## config.mk

```make
export PLATFORM = sky130hd
export DESIGN_NAME = ro_sched_mux_flat
export DESIGN_NICKNAME = d
export VERILOG_FILES = /design/src/rtl/ro_sched_mux_if.sv /design/src/rtl/ro_sched_mux.sv /design/src/flat_wrapper.sv
export SDC_FILE = /design/constraint.sdc
export NUM_CORES = 1
export LEC_CHECK = 0
export ABC_CLOCK_PERIOD_IN_PS = 4400
export CAP_MARGIN = 30
export CORE_ASPECT_RATIO = 0.7
export CORE_MARGIN = 1
export CORE_UTILIZATION = 29
export DETAILED_ROUTE_END_ITERATION = 10
export HOLD_SLACK_MARGIN = 0.02
export MAX_ROUTING_LAYER = met4
export SYNTH_ARGS = -nofsm -noshare
export SYNTH_HDL_FRONTEND = slang
export SYNTH_SLANG_ARGS = --single-unit
```

## constraint.sdc

```tcl
create_clock -name clk_ext -period 4.4 [get_ports clk_ext]
set_input_delay 0.88 -clock clk_ext [delete_from_list [all_inputs] [get_ports clk_ext]]
set_output_delay 0.88 -clock clk_ext [all_outputs]
set_load 0.01 [all_outputs]
```

## src/rtl/ro_sched_mux_if.sv

```systemverilog
// Bus between the readout scheduler and its channel array / consumer:
// enable and mode controls, per-channel polarity inputs, and the registered report.
interface ro_sched_mux_if #(
  parameter int N_CH  = 16,
  parameter int IDX_W = $clog2(N_CH)
);
  logic             en;
  logic             mode;
  logic [N_CH-1:0]  in_pol;
  logic [N_CH-1:0]  in_pol_eve;
  logic             out_pol;
  logic             out_pol_eve;
  logic [IDX_W-1:0] out_ch;
  logic             out_valid;
  logic [N_CH-1:0]  gray_count;

  modport master (
    output en, mode, in_pol, in_pol_eve,
    input  out_pol, out_pol_eve, out_ch, out_valid, gray_count
  );

  modport slave (
    input  en, mode, in_pol, in_pol_eve,
    output out_pol, out_pol_eve, out_ch, out_valid, gray_count
  );
endinterface

```

## src/rtl/ro_sched_mux.sv

```systemverilog
// Time-multiplexed readout scheduler: one channel per enabled cycle, chosen round-robin
// or binary-weighted, with sticky capture so short pulses wait for the channel's next read.
module ro_sched_mux #(
  parameter int N_CH  = 16,
  parameter int IDX_W = $clog2(N_CH)
) (
  input logic             clk_ext,
  input logic             reset,
  ro_sched_mux_if.slave   bus
);

  logic [N_CH-1:0]  cnt_reg;
  logic [N_CH-1:0]  cnt_inc;
  logic [N_CH-1:0]  cnt_next;
  logic [IDX_W-1:0] rr_reg;
  logic [IDX_W-1:0] rr_next;
  logic [IDX_W-1:0] tz_sel;
  logic [IDX_W-1:0] sel;
  logic [N_CH-1:0]  stk_pol_reg;
  logic [N_CH-1:0]  stk_eve_reg;
  logic [N_CH-1:0]  hit;

  // Weighted pick: lowest set bit of cnt+1, i.e. the gray bit that toggles; wrap maps to top channel.
  always_comb begin
    cnt_inc = cnt_reg + N_CH'(1);
    tz_sel  = IDX_W'(N_CH - 1);
    for (int k = N_CH - 1; k >= 0; k--) begin
      if (cnt_inc[k]) tz_sel = IDX_W'(k);
    end
    sel      = bus.mode ? tz_sel : rr_reg;
    cnt_next = bus.en ? cnt_inc : cnt_reg;
    rr_next  = rr_reg;
    if (bus.en) begin
      rr_next = (rr_reg == IDX_W'(N_CH - 1)) ? '0 : rr_reg + IDX_W'(1);
    end
  end

  genvar gi;
  generate
    for (gi = 0; gi < N_CH; gi++) begin : g_hit
      assign hit[gi] = bus.en && (sel == IDX_W'(gi));
    end
  endgenerate

  always_ff @(posedge clk_ext) begin
    if (reset) begin
      cnt_reg        <= '0;
      rr_reg         <= '0;
      stk_pol_reg    <= '0;
      stk_eve_reg    <= '0;
      bus.out_pol    <= 1'b0;
      bus.out_pol_eve <= 1'b0;
      bus.out_ch     <= '0;
      bus.out_valid  <= 1'b0;
      bus.gray_count <= '0;
    end else begin
      cnt_reg        <= cnt_next;
      rr_reg         <= rr_next;
      bus.gray_count <= cnt_next ^ (cnt_next >> 1);
      // The serviced channel's current input goes straight into the report, so it is not re-latched.
      stk_pol_reg    <= (stk_pol_reg | bus.in_pol) & ~hit;
      stk_eve_reg    <= (stk_eve_reg | bus.in_pol_eve) & ~hit;
      bus.out_valid  <= bus.en;
      if (bus.en) begin
        bus.out_pol     <= stk_pol_reg[sel] | bus.in_pol[sel];
        bus.out_pol_eve <= stk_eve_reg[sel] | bus.in_pol_eve[sel];
        bus.out_ch      <= sel;
      end
    end
  end

endmodule

```

## src/flat_wrapper.sv

```systemverilog
// flat-port wrapper written by rule: the top's interface ports become plain ports
module ro_sched_mux_flat 
#(
  parameter int N_CH  = 16,
  parameter int IDX_W = $clog2(N_CH)
)
  (clk_ext, reset, bus_en, bus_mode, bus_in_pol, bus_in_pol_eve, bus_out_pol, bus_out_pol_eve, bus_out_ch, bus_out_valid, bus_gray_count);
  ro_sched_mux_if #(.N_CH(N_CH), .IDX_W(IDX_W)) bus_i ();
  input logic clk_ext;
  input logic reset;
  input wire logic [$bits(bus_i.en)-1:0] bus_en;
  input wire logic [$bits(bus_i.mode)-1:0] bus_mode;
  input wire logic [$bits(bus_i.in_pol)-1:0] bus_in_pol;
  input wire logic [$bits(bus_i.in_pol_eve)-1:0] bus_in_pol_eve;
  output wire logic [$bits(bus_i.out_pol)-1:0] bus_out_pol;
  output wire logic [$bits(bus_i.out_pol_eve)-1:0] bus_out_pol_eve;
  output wire logic [$bits(bus_i.out_ch)-1:0] bus_out_ch;
  output wire logic [$bits(bus_i.out_valid)-1:0] bus_out_valid;
  output wire logic [$bits(bus_i.gray_count)-1:0] bus_gray_count;
  assign bus_i.en = bus_en;
  assign bus_i.mode = bus_mode;
  assign bus_i.in_pol = bus_in_pol;
  assign bus_i.in_pol_eve = bus_in_pol_eve;
  assign bus_out_pol = bus_i.out_pol;
  assign bus_out_pol_eve = bus_i.out_pol_eve;
  assign bus_out_ch = bus_i.out_ch;
  assign bus_out_valid = bus_i.out_valid;
  assign bus_gray_count = bus_i.gray_count;
  ro_sched_mux #(.N_CH(N_CH), .IDX_W(IDX_W)) u_core (.clk_ext(clk_ext), .reset(reset), .bus(bus_i));
endmodule
```

==> metrics.txt, run 1 <==
# TYPE chip_impl_metric gauge
chip_impl_metric{name="worstRegToRegCells",unit=""} 10
chip_impl_metric{name="timing.critical_path.arrival",unit="ns"} 4.00
chip_impl_metric{name="wirelength",unit="mm"} 10.5
chip_impl_metric{name="synth_largest_type_area_fraction",unit="%"} 36.1
chip_impl_metric{name="power_share_of_the_combinational_group",unit="%"} 13.6
chip_impl_metric{name="drcViolationCount",unit=""} 0
chip_impl_metric{name="synth_enable_flop_cells",unit=""} 0
chip_impl_metric{name="route.vias.total",unit=""} 3669
chip_impl_info{name="reg_to_reg_endpoint",value="u_core.bus.out_pol_eve$_SDFFE_PP0P_"} 1
chip_impl_metric{name="finalSetupViolCount",unit=""} 0
chip_impl_metric{name="switchingPower",unit="mW"} 0.435
chip_impl_metric{name="p_seq_share",unit="%"} 40.5
chip_impl_metric{name="firstDrtPassIters",unit=""} 5
chip_impl_metric{name="seq_area_frac_synth",unit="%"} 36.1
chip_impl_metric{name="crit_path_max_fanout",unit=""} 17
chip_impl_info{name="critPathSlowestCell",value="dfxtp_1"} 1
chip_impl_metric{name="p_int",unit="mW"} 1.36
chip_impl_metric{name="initial_core_util",unit="%"} 30.4
chip_impl_metric{name="area_delta_synth_final",unit="%"} 24.6
chip_impl_metric{name="reported_leakage_power",unit="nW"} 1.85
chip_impl_metric{name="synth.cell_area",unit="µm²"} 4100
chip_impl_metric{name="critical_path_required",unit="ns"} 4.66
chip_impl_metric{name="worst_setup_hold_path_clk_slew",unit="ns"} 0.06
chip_impl_metric{name="avgSynthCellArea",unit="µm²"} 8.54
chip_impl_info{name="crit_path_cell_trace",value="ha_1 > and3_1 > a311oi_1 > a41o_1 > and2_4 > a21boi_4 > mux2_2 > o22ai_1 > or4b_1 > a311oi_2"} 1
chip_impl_metric{name="die_area",unit="µm²"} 14600
chip_impl_metric{name="postCtsResizedCells",unit=""} 0
chip_impl_metric{name="grt_util_all_layers",unit="%"} 15.3
chip_impl_metric{name="clockPowerShare",unit="%"} 45.8
chip_impl_metric{name="place.port_buffers",unit=""} 58
chip_impl_metric{name="htree_levels",unit=""} 3
chip_impl_info{name="synth_top_cells_by_count",value="80 x nor2_1, 74 x dfxtp_1, 28 x a21oi_1, 28 x nand2_1"} 1
chip_impl_metric{name="switching_power_share_of_the_total",unit="%"} 24.2
chip_impl_metric{name="post-cts-setup-buffer-count",unit=""} 0
chip_impl_info{name="cts-root-buf",value="clkbuf_16"} 1
chip_impl_metric{name="asyncSetResetFlopFracSynth",unit="%"} 0
chip_impl_metric{name="antenna-diode-count",unit=""} 0
chip_impl_metric{name="initialDrtViolationCount",unit=""} 244
chip_impl_info{name="worst_r2r_startpoint",value="u_core.cnt_reg[0]$_SDFF_PP0_"} 1
chip_impl_info{name="critPathKind",value="flip-flop to flip-flop"} 1
chip_impl_metric{name="globalRouteOverflowTotal",unit=""} 0
chip_impl_metric{name="final-max-slew-violation-count",unit=""} 0
chip_impl_metric{name="nets_in_the_synthesized_netlist",unit=""} 518
chip_impl_metric{name="max-clock-path-buffers",unit=""} 2
chip_impl_metric{name="layout.nets",unit=""} 560
chip_impl_metric{name="route.detailed.wl_per_inst",unit="µm"} 14.7
chip_impl_metric{name="largest_net_degree_at_the_start_of_global_routing",unit=""} 42
chip_impl_info{name="whs_endpoint",value="u_core.stk_eve_reg[0]$_SDFF_PP0_"} 1
chip_impl_metric{name="critical_path.max_stage_delay",unit="ns"} 0.56
chip_impl_metric{name="clkLatencyLatePin",unit="ns"} 0.34
chip_impl_metric{name="vias_per_cell",unit=""} 5.15
chip_impl_info{name="worst_setup_path_start_kind",value="flip-flop"} 1
chip_impl_info{name="worst_setup_path_end_kind",value="flip-flop"} 1
chip_impl_metric{name="ys_ff_latch",unit=""} 74
chip_impl_metric{name="number_of_max_cap_violations",unit=""} 0
chip_impl_info{name="holdCritStartpoint",value="u_core.stk_eve_reg[0]$_SDFF_PP0_"} 1
chip_impl_metric{name="post_synth_inst_count",unit=""} 480
chip_impl_info{name="synth_top_cells_by_area",value="dfxtp_1 36%, nor2_1 7.3%, xnor2_1 5.1%, a211oi_1 4.4%, xor2_1 4.3%"} 1
chip_impl_metric{name="final_min_period_over_clock_period",unit="%"} 85.1
chip_impl_metric{name="slew_of_the_pin_with_the_lowest_slew_margin",unit="ns"} 0.930
chip_impl_info{name="critical-path-top-delay-family",value="simple AND/OR/NAND/NOR gates"} 1
chip_impl_metric{name="vdd_drop_max",unit="mV"} 0.190
chip_impl_metric{name="grt_first_pass_wirelength",unit="mm"} 16.9
chip_impl_metric{name="worst-r2r-setup-slack",unit="ns"} 0.66
chip_impl_info{name="min_path_type",value="flip-flop to flip-flop"} 1
chip_impl_metric{name="drive_above_1_share",unit="%"} 9.49
chip_impl_info{name="synth_top_cell_by_area",value="dfxtp_1"} 1
chip_impl_metric{name="power-per-cell-area",unit="nW/µm²"} 352
chip_impl_metric{name="critical_path_buf_inv_count",unit=""} 0
chip_impl_info{name="ys.flop_type",value="dfxtp_1"} 1
chip_impl_metric{name="die_h",unit="µm"} 102
chip_impl_metric{name="layout.area.seq",unit="µm²"} 1480
chip_impl_metric{name="finalCoreUtilization",unit="%"} 37.9
chip_impl_metric{name="std_cell_rows",unit=""} 35
chip_impl_metric{name="numCtsBuffers",unit=""} 9
chip_impl_metric{name="design.portCount",unit=""} 59
chip_impl_metric{name="post_synth_num_cell_types",unit=""} 72
chip_impl_metric{name="dpl.hpwl",unit="mm"} 7.63
chip_impl_metric{name="timing.slew.headroom",unit="%"} 37.5
chip_impl_metric{name="finalWeightedCongestion",unit=""} 0.881
chip_impl_metric{name="clock_sink_count",unit=""} 74
chip_impl_info{name="cts_tree",value="yes"} 1
chip_impl_metric{name="timing.fmax",unit="GHz"} 0.267
chip_impl_metric{name="yosys_warnings",unit=""} 0
chip_impl_metric{name="postCtsHoldBufs",unit=""} 0
chip_impl_metric{name="antenna_violating_nets_post_route",unit=""} 0
chip_impl_metric{name="initial_antenna_violation_count",unit=""} 0
chip_impl_metric{name="skew",unit="ns"} 0.00635
chip_impl_metric{name="die-width",unit="µm"} 144
chip_impl_metric{name="first_global_vias",unit=""} 3196
chip_impl_metric{name="hold-path-cell-count",unit=""} 1
chip_impl_metric{name="final_layout_fill_cell_count",unit=""} 1392
chip_impl_metric{name="finalSetupTns",unit="ns"} 0
chip_impl_metric{name="period_needed",unit="ns"} 3.74
chip_impl_metric{name="final-hold-violation-count",unit=""} 0
chip_impl_info{name="synth.most_common_cell",value="nor2_1"} 1
chip_impl_metric{name="fp.coreArea",unit="µm²"} 13500
chip_impl_info{name="outcome",value="finished, final reports clean"} 1
chip_impl_info{name="rsz0062_at_grt",value="no"} 1
chip_impl_metric{name="multi_input_comb_area",unit="µm²"} 2420
cell families after synthesis:
| group | synth area share, % |
|---|---|
| compound gates | 23.2 |
| xor+xnor | 9.40 |
| fa+ha+maj | 0.610 |
| buf+inv | 4.76 |
| flops | 36.1 |
| mux | 3.94 |
| simple gates | 22.0 |
layout make-up:
type / count / area share [%]
multi-input combinational: 369 / 47.5
sequential: 74 / 29.0
timing repair buffer: 63 / 12.0
clock buffer: 12 / 5.22
tap: 185 / 4.53
clock inverter: 4 / 1.42
inverter: 5 / 0.367
worst max path at each step:
stage / end / start / cells past startpoint / slack [ns]
3_3_place_gp: u_core.bus.out_pol_eve$_SDFFE_PP0P_ / bus_mode / 10 / 0.74
4_1_cts: u_core.bus.out_pol_eve$_SDFFE_PP0P_ / u_core.cnt_reg[0]$_SDFF_PP0_ / 10 / 0.68
2_1_floorplan: u_core.bus.out_pol$_SDFFE_PP0P_ / bus_mode / 10 / 1.46
5_1_grt: u_core.bus.out_pol_eve$_SDFFE_PP0P_ / u_core.cnt_reg[0]$_SDFF_PP0_ / 10 / 0.39
3_5_place_dp: u_core.bus.out_pol$_SDFFE_PP0P_ / bus_mode / 10 / 0.67
6_report: u_core.bus.out_pol_eve$_SDFFE_PP0P_ / u_core.cnt_reg[0]$_SDFF_PP0_ / 10 / 0.66
power by group through the flow:
stage | clock, mW | combinational, mW | sequential (mW)
floorplan | 0 | 0.152 | 0.736
global placement | 0 | 0.239 | 0.742
detailed placement | 0 | 0.241 | 0.742
CTS | 0.843 | 0.243 | 0.728
global route | 0.876 | 0.266 | 0.733
finish | 0.824 | 0.245 | 0.728
metal layers:
layer | track usage [%] | wire (µm) | vias up
li1 | - | - | 1819
met1 | 22.1 | 5380 | 1714
met2 | 20.0 | 4250 | 123
met3 | 4.16 | 723 | 13
met4 | 5.43 | 145 | 0
met5 | - | 0 | -
cell usage in the layout, fill, tap and decap left out, types with 6 or more instances in the layout:
| cell | count |
|---|---|
| mux2i_1 | 6 |
| a21oi_1 | 28 |
| clkdlybuf4s50_1 | 57 |
| nor3_1 | 12 |
| xor2_1 | 20 |
| o21ai_0 | 10 |
| nand2_1 | 28 |
| a211oi_1 | 24 |
| nand3_1 | 11 |
| and3_1 | 9 |
| nor2b_1 | 6 |
| dfxtp_1 | 74 |
| clkbuf_16 | 9 |
| nor2_1 | 80 |
| o21a_1 | 16 |
| xnor2_1 | 24 |
per-stage QoR:
step	setup WS [ns]	std cells	cell area (µm²)	hold slack, ns	power (mW)
after CTS	0.684	712	5110	0.453	1.81
after global routing	0.391	712	5110	0.457	1.87
after floorplan	1.46	480	4100	0.420	0.888
after detailed placement	0.673	696	4770	0.440	0.983
after global placement	0.742	696	4770	0.436	0.981
final	0.656	712	5110	0.450	1.80
Power figures use the tool's default switching activity.
==> run 2, diff against run 1 <==
==> constraint.sdc (replaced) <==
create_clock -name clk_ext -period 4.4 [get_ports clk_ext]
set_input_delay 1.1 -clock clk_ext [delete_from_list [all_inputs] [get_ports clk_ext]]
set_output_delay 1.1 -clock clk_ext [all_outputs]
set_load 0.01 [all_outputs]
==> metrics.txt, run 2 (synthesis gave the netlist of run 1 again) <==
# TYPE chip_impl_metric gauge
chip_impl_metric{name="antenna_violating_nets_post_route",unit=""} 0
chip_impl_metric{name="timing.slew.headroom",unit="%"} 38.9
chip_impl_metric{name="power-per-cell-area",unit="nW/µm²"} 330
chip_impl_metric{name="dpl.hpwl",unit="mm"} 7.91
chip_impl_metric{name="final_layout_fill_cell_count",unit=""} 1402
chip_impl_metric{name="std_cell_rows",unit=""} 35
chip_impl_info{name="min_path_type",value="flip-flop to flip-flop"} 1
chip_impl_metric{name="clock_sink_count",unit=""} 74
chip_impl_metric{name="route.detailed.wl_per_inst",unit="µm"} 15.2
chip_impl_metric{name="design.portCount",unit=""} 59
chip_impl_info{name="critPathKind",value="flip-flop to flip-flop"} 1
chip_impl_metric{name="first_global_vias",unit=""} 3302
chip_impl_metric{name="place.port_buffers",unit=""} 58
chip_impl_metric{name="postCtsResizedCells",unit=""} 0
chip_impl_metric{name="fp.coreArea",unit="µm²"} 13500
chip_impl_metric{name="slew_of_the_pin_with_the_lowest_slew_margin",unit="ns"} 0.909
chip_impl_metric{name="die_h",unit="µm"} 102
chip_impl_info{name="outcome",value="finished, final reports clean"} 1
chip_impl_metric{name="placed_cells_incl_taps",unit=""} 698
chip_impl_metric{name="drcViolationCount",unit=""} 0
chip_impl_metric{name="multi_input_comb_area",unit="µm²"} 2420
chip_impl_metric{name="route.vias.total",unit=""} 3683
chip_impl_metric{name="final_cells",unit=""} 714
chip_impl_metric{name="timing.critical_path.arrival",unit="ns"} 4.13
chip_impl_metric{name="initial_antenna_violation_count",unit=""} 0
chip_impl_metric{name="wirelength",unit="mm"} 10.8
chip_impl_metric{name="layout.nets",unit=""} 562
chip_impl_info{name="rsz0062_at_grt",value="no"} 1
chip_impl_metric{name="crit_path_max_fanout",unit=""} 17
chip_impl_metric{name="initial_core_util",unit="%"} 30.4
chip_impl_metric{name="firstDrtPassIters",unit=""} 4
chip_impl_info{name="cts_tree",value="yes"} 1
chip_impl_metric{name="vias_per_cell",unit=""} 5.16
chip_impl_info{name="worst_setup_path_end_kind",value="flip-flop"} 1
chip_impl_metric{name="finalSetupTns",unit="ns"} 0
chip_impl_info{name="final_common_cell",value="nor2_1"} 1
chip_impl_metric{name="timing.fmax",unit="GHz"} 0.258
chip_impl_metric{name="layout.area.seq",unit="µm²"} 1480
chip_impl_metric{name="initialDrtViolationCount",unit=""} 269
chip_impl_metric{name="postCtsHoldBufs",unit=""} 0
chip_impl_metric{name="final-hold-violation-count",unit=""} 0
chip_impl_metric{name="worst-r2r-setup-slack",unit="ns"} 0.52
chip_impl_metric{name="final-max-slew-violation-count",unit=""} 0
chip_impl_metric{name="final_min_period_over_clock_period",unit="%"} 88.1
chip_impl_metric{name="die-width",unit="µm"} 144
chip_impl_metric{name="htree_levels",unit=""} 3
chip_impl_metric{name="largest_net_degree_at_the_start_of_global_routing",unit=""} 42
chip_impl_metric{name="numCtsBuffers",unit=""} 9
chip_impl_metric{name="reported_leakage_power",unit="nW"} 1.83
chip_impl_metric{name="finalWeightedCongestion",unit=""} 0.870
chip_impl_metric{name="vdd_drop_max",unit="mV"} 0.160
chip_impl_metric{name="grt_util_all_layers",unit="%"} 16.1
chip_impl_metric{name="area_delta_synth_final",unit="%"} 23.6
chip_impl_metric{name="clkLatencyLatePin",unit="ns"} 0.34
chip_impl_info{name="layout_common_cells",value="80 x nor2_1, 74 x dfxtp_1, 57 x clkdlybuf4s50_1, 28 x nand2_1, 28 x a21oi_1"} 1
chip_impl_metric{name="globalRouteOverflowTotal",unit=""} 0
chip_impl_info{name="worst_setup_path_start_kind",value="flip-flop"} 1
chip_impl_metric{name="finalSetupViolCount",unit=""} 0
chip_impl_metric{name="number_of_max_cap_violations",unit=""} 0
chip_impl_metric{name="antenna-diode-count",unit=""} 0
chip_impl_metric{name="period_needed",unit="ns"} 3.88
chip_impl_metric{name="die_area",unit="µm²"} 14600
chip_impl_metric{name="grt_first_pass_wirelength",unit="mm"} 17.5
chip_impl_metric{name="drive_above_1_share",unit="%"} 9.83
chip_impl_metric{name="critical_path_required",unit="ns"} 4.66
chip_impl_metric{name="max-clock-path-buffers",unit=""} 2
chip_impl_metric{name="skew",unit="ns"} 0.00892
chip_impl_metric{name="worst_setup_hold_path_clk_slew",unit="ns"} 0.06
chip_impl_info{name="cts-root-buf",value="clkbuf_16"} 1
chip_impl_metric{name="post-cts-setup-buffer-count",unit=""} 0
==> run 2: cell types whose count changed in the layout (fill, tap and decap cells not counted) <==
cell / previous run / this run
clkinvlp_4: 1 / 3
buf_4: 5 / 7
clkinv_2: 1 / 0
inv_6: 0 / 4
clkbuf_8: 3 / 0
bufinv_16: 2 / 0
==> run 2: worst max-delay path, cell delays in order (launching register included) <==
cell	delay, ns
dfxtp_1	0.57
ha_1	0.50
nand3_2	0.24
nor2_2	0.36
a22oi_2	0.19
a21oi_2	0.30
a21boi_4	0.52
mux2_2	0.26
o22ai_1	0.07
or4b_1	0.54
a311oi_2	0.25
==> run 2: path summary, 6_finish.rpt <==
kind                                      from                             endpoint  cells past startpoint
max               u_core.cnt_reg[0]$_SDFF_PP0_  u_core.bus.out_pol_eve$_SDFFE_PP0P_                     10
max reg2reg       u_core.cnt_reg[0]$_SDFF_PP0_  u_core.bus.out_pol_eve$_SDFFE_PP0P_                     10
min          u_core.stk_eve_reg[13]$_SDFF_PP0_    u_core.stk_eve_reg[13]$_SDFF_PP0_                      1
min reg2reg  u_core.stk_eve_reg[13]$_SDFF_PP0_    u_core.stk_eve_reg[13]$_SDFF_PP0_                      1
==> run 2: area by class of cell <==
| type | count | area share (%) |
|---|---|---|
| clock buffers | 9 | 4.44 |
| multi-input cells | 369 | 47.9 |
| clock inverters | 7 | 1.14 |
| flip-flops and latches | 74 | 29.2 |
| inverters | 5 | 0.370 |
| well taps | 185 | 4.57 |
| repair buffers | 65 | 12.4 |
==> run 2: power by group <==
part           switching (mW)  leakage, nW  total (mW)  internal [mW]
registers              0.0239        0.609       0.729          0.705
logic                   0.131         1.09       0.247          0.116
clock network           0.308        0.129       0.697          0.389
==> run 2: per-layer routing <==
layer | GRT usage, % | vias up | share of wire [%]
li1 | - | 1825 | -
met1 | 23.5 | 1751 | 52
met2 | 21.4 | 100 | 41
met3 | 4.40 | 7 | 6.7
met4 | 3.89 | 0 | 0.84
met5 | - | - | 0
==> run 2: per-stage QoR <==
stage	instance area, µm²	total power [mW]	hold WS (ns)	worst slack [ns]	util [%]
5_1_grt	5070	1.75	0.465	0.285	37.6
6_report	5070	1.67	0.447	0.523	37.6
3_5_place_dp	4780	0.985	0.436	0.422	35.5
2_1_floorplan	4100	0.888	0.420	1.24	-
3_3_place_gp	4780	0.982	0.431	0.568	35.5
4_1_cts	5070	1.69	0.452	0.570	37.6
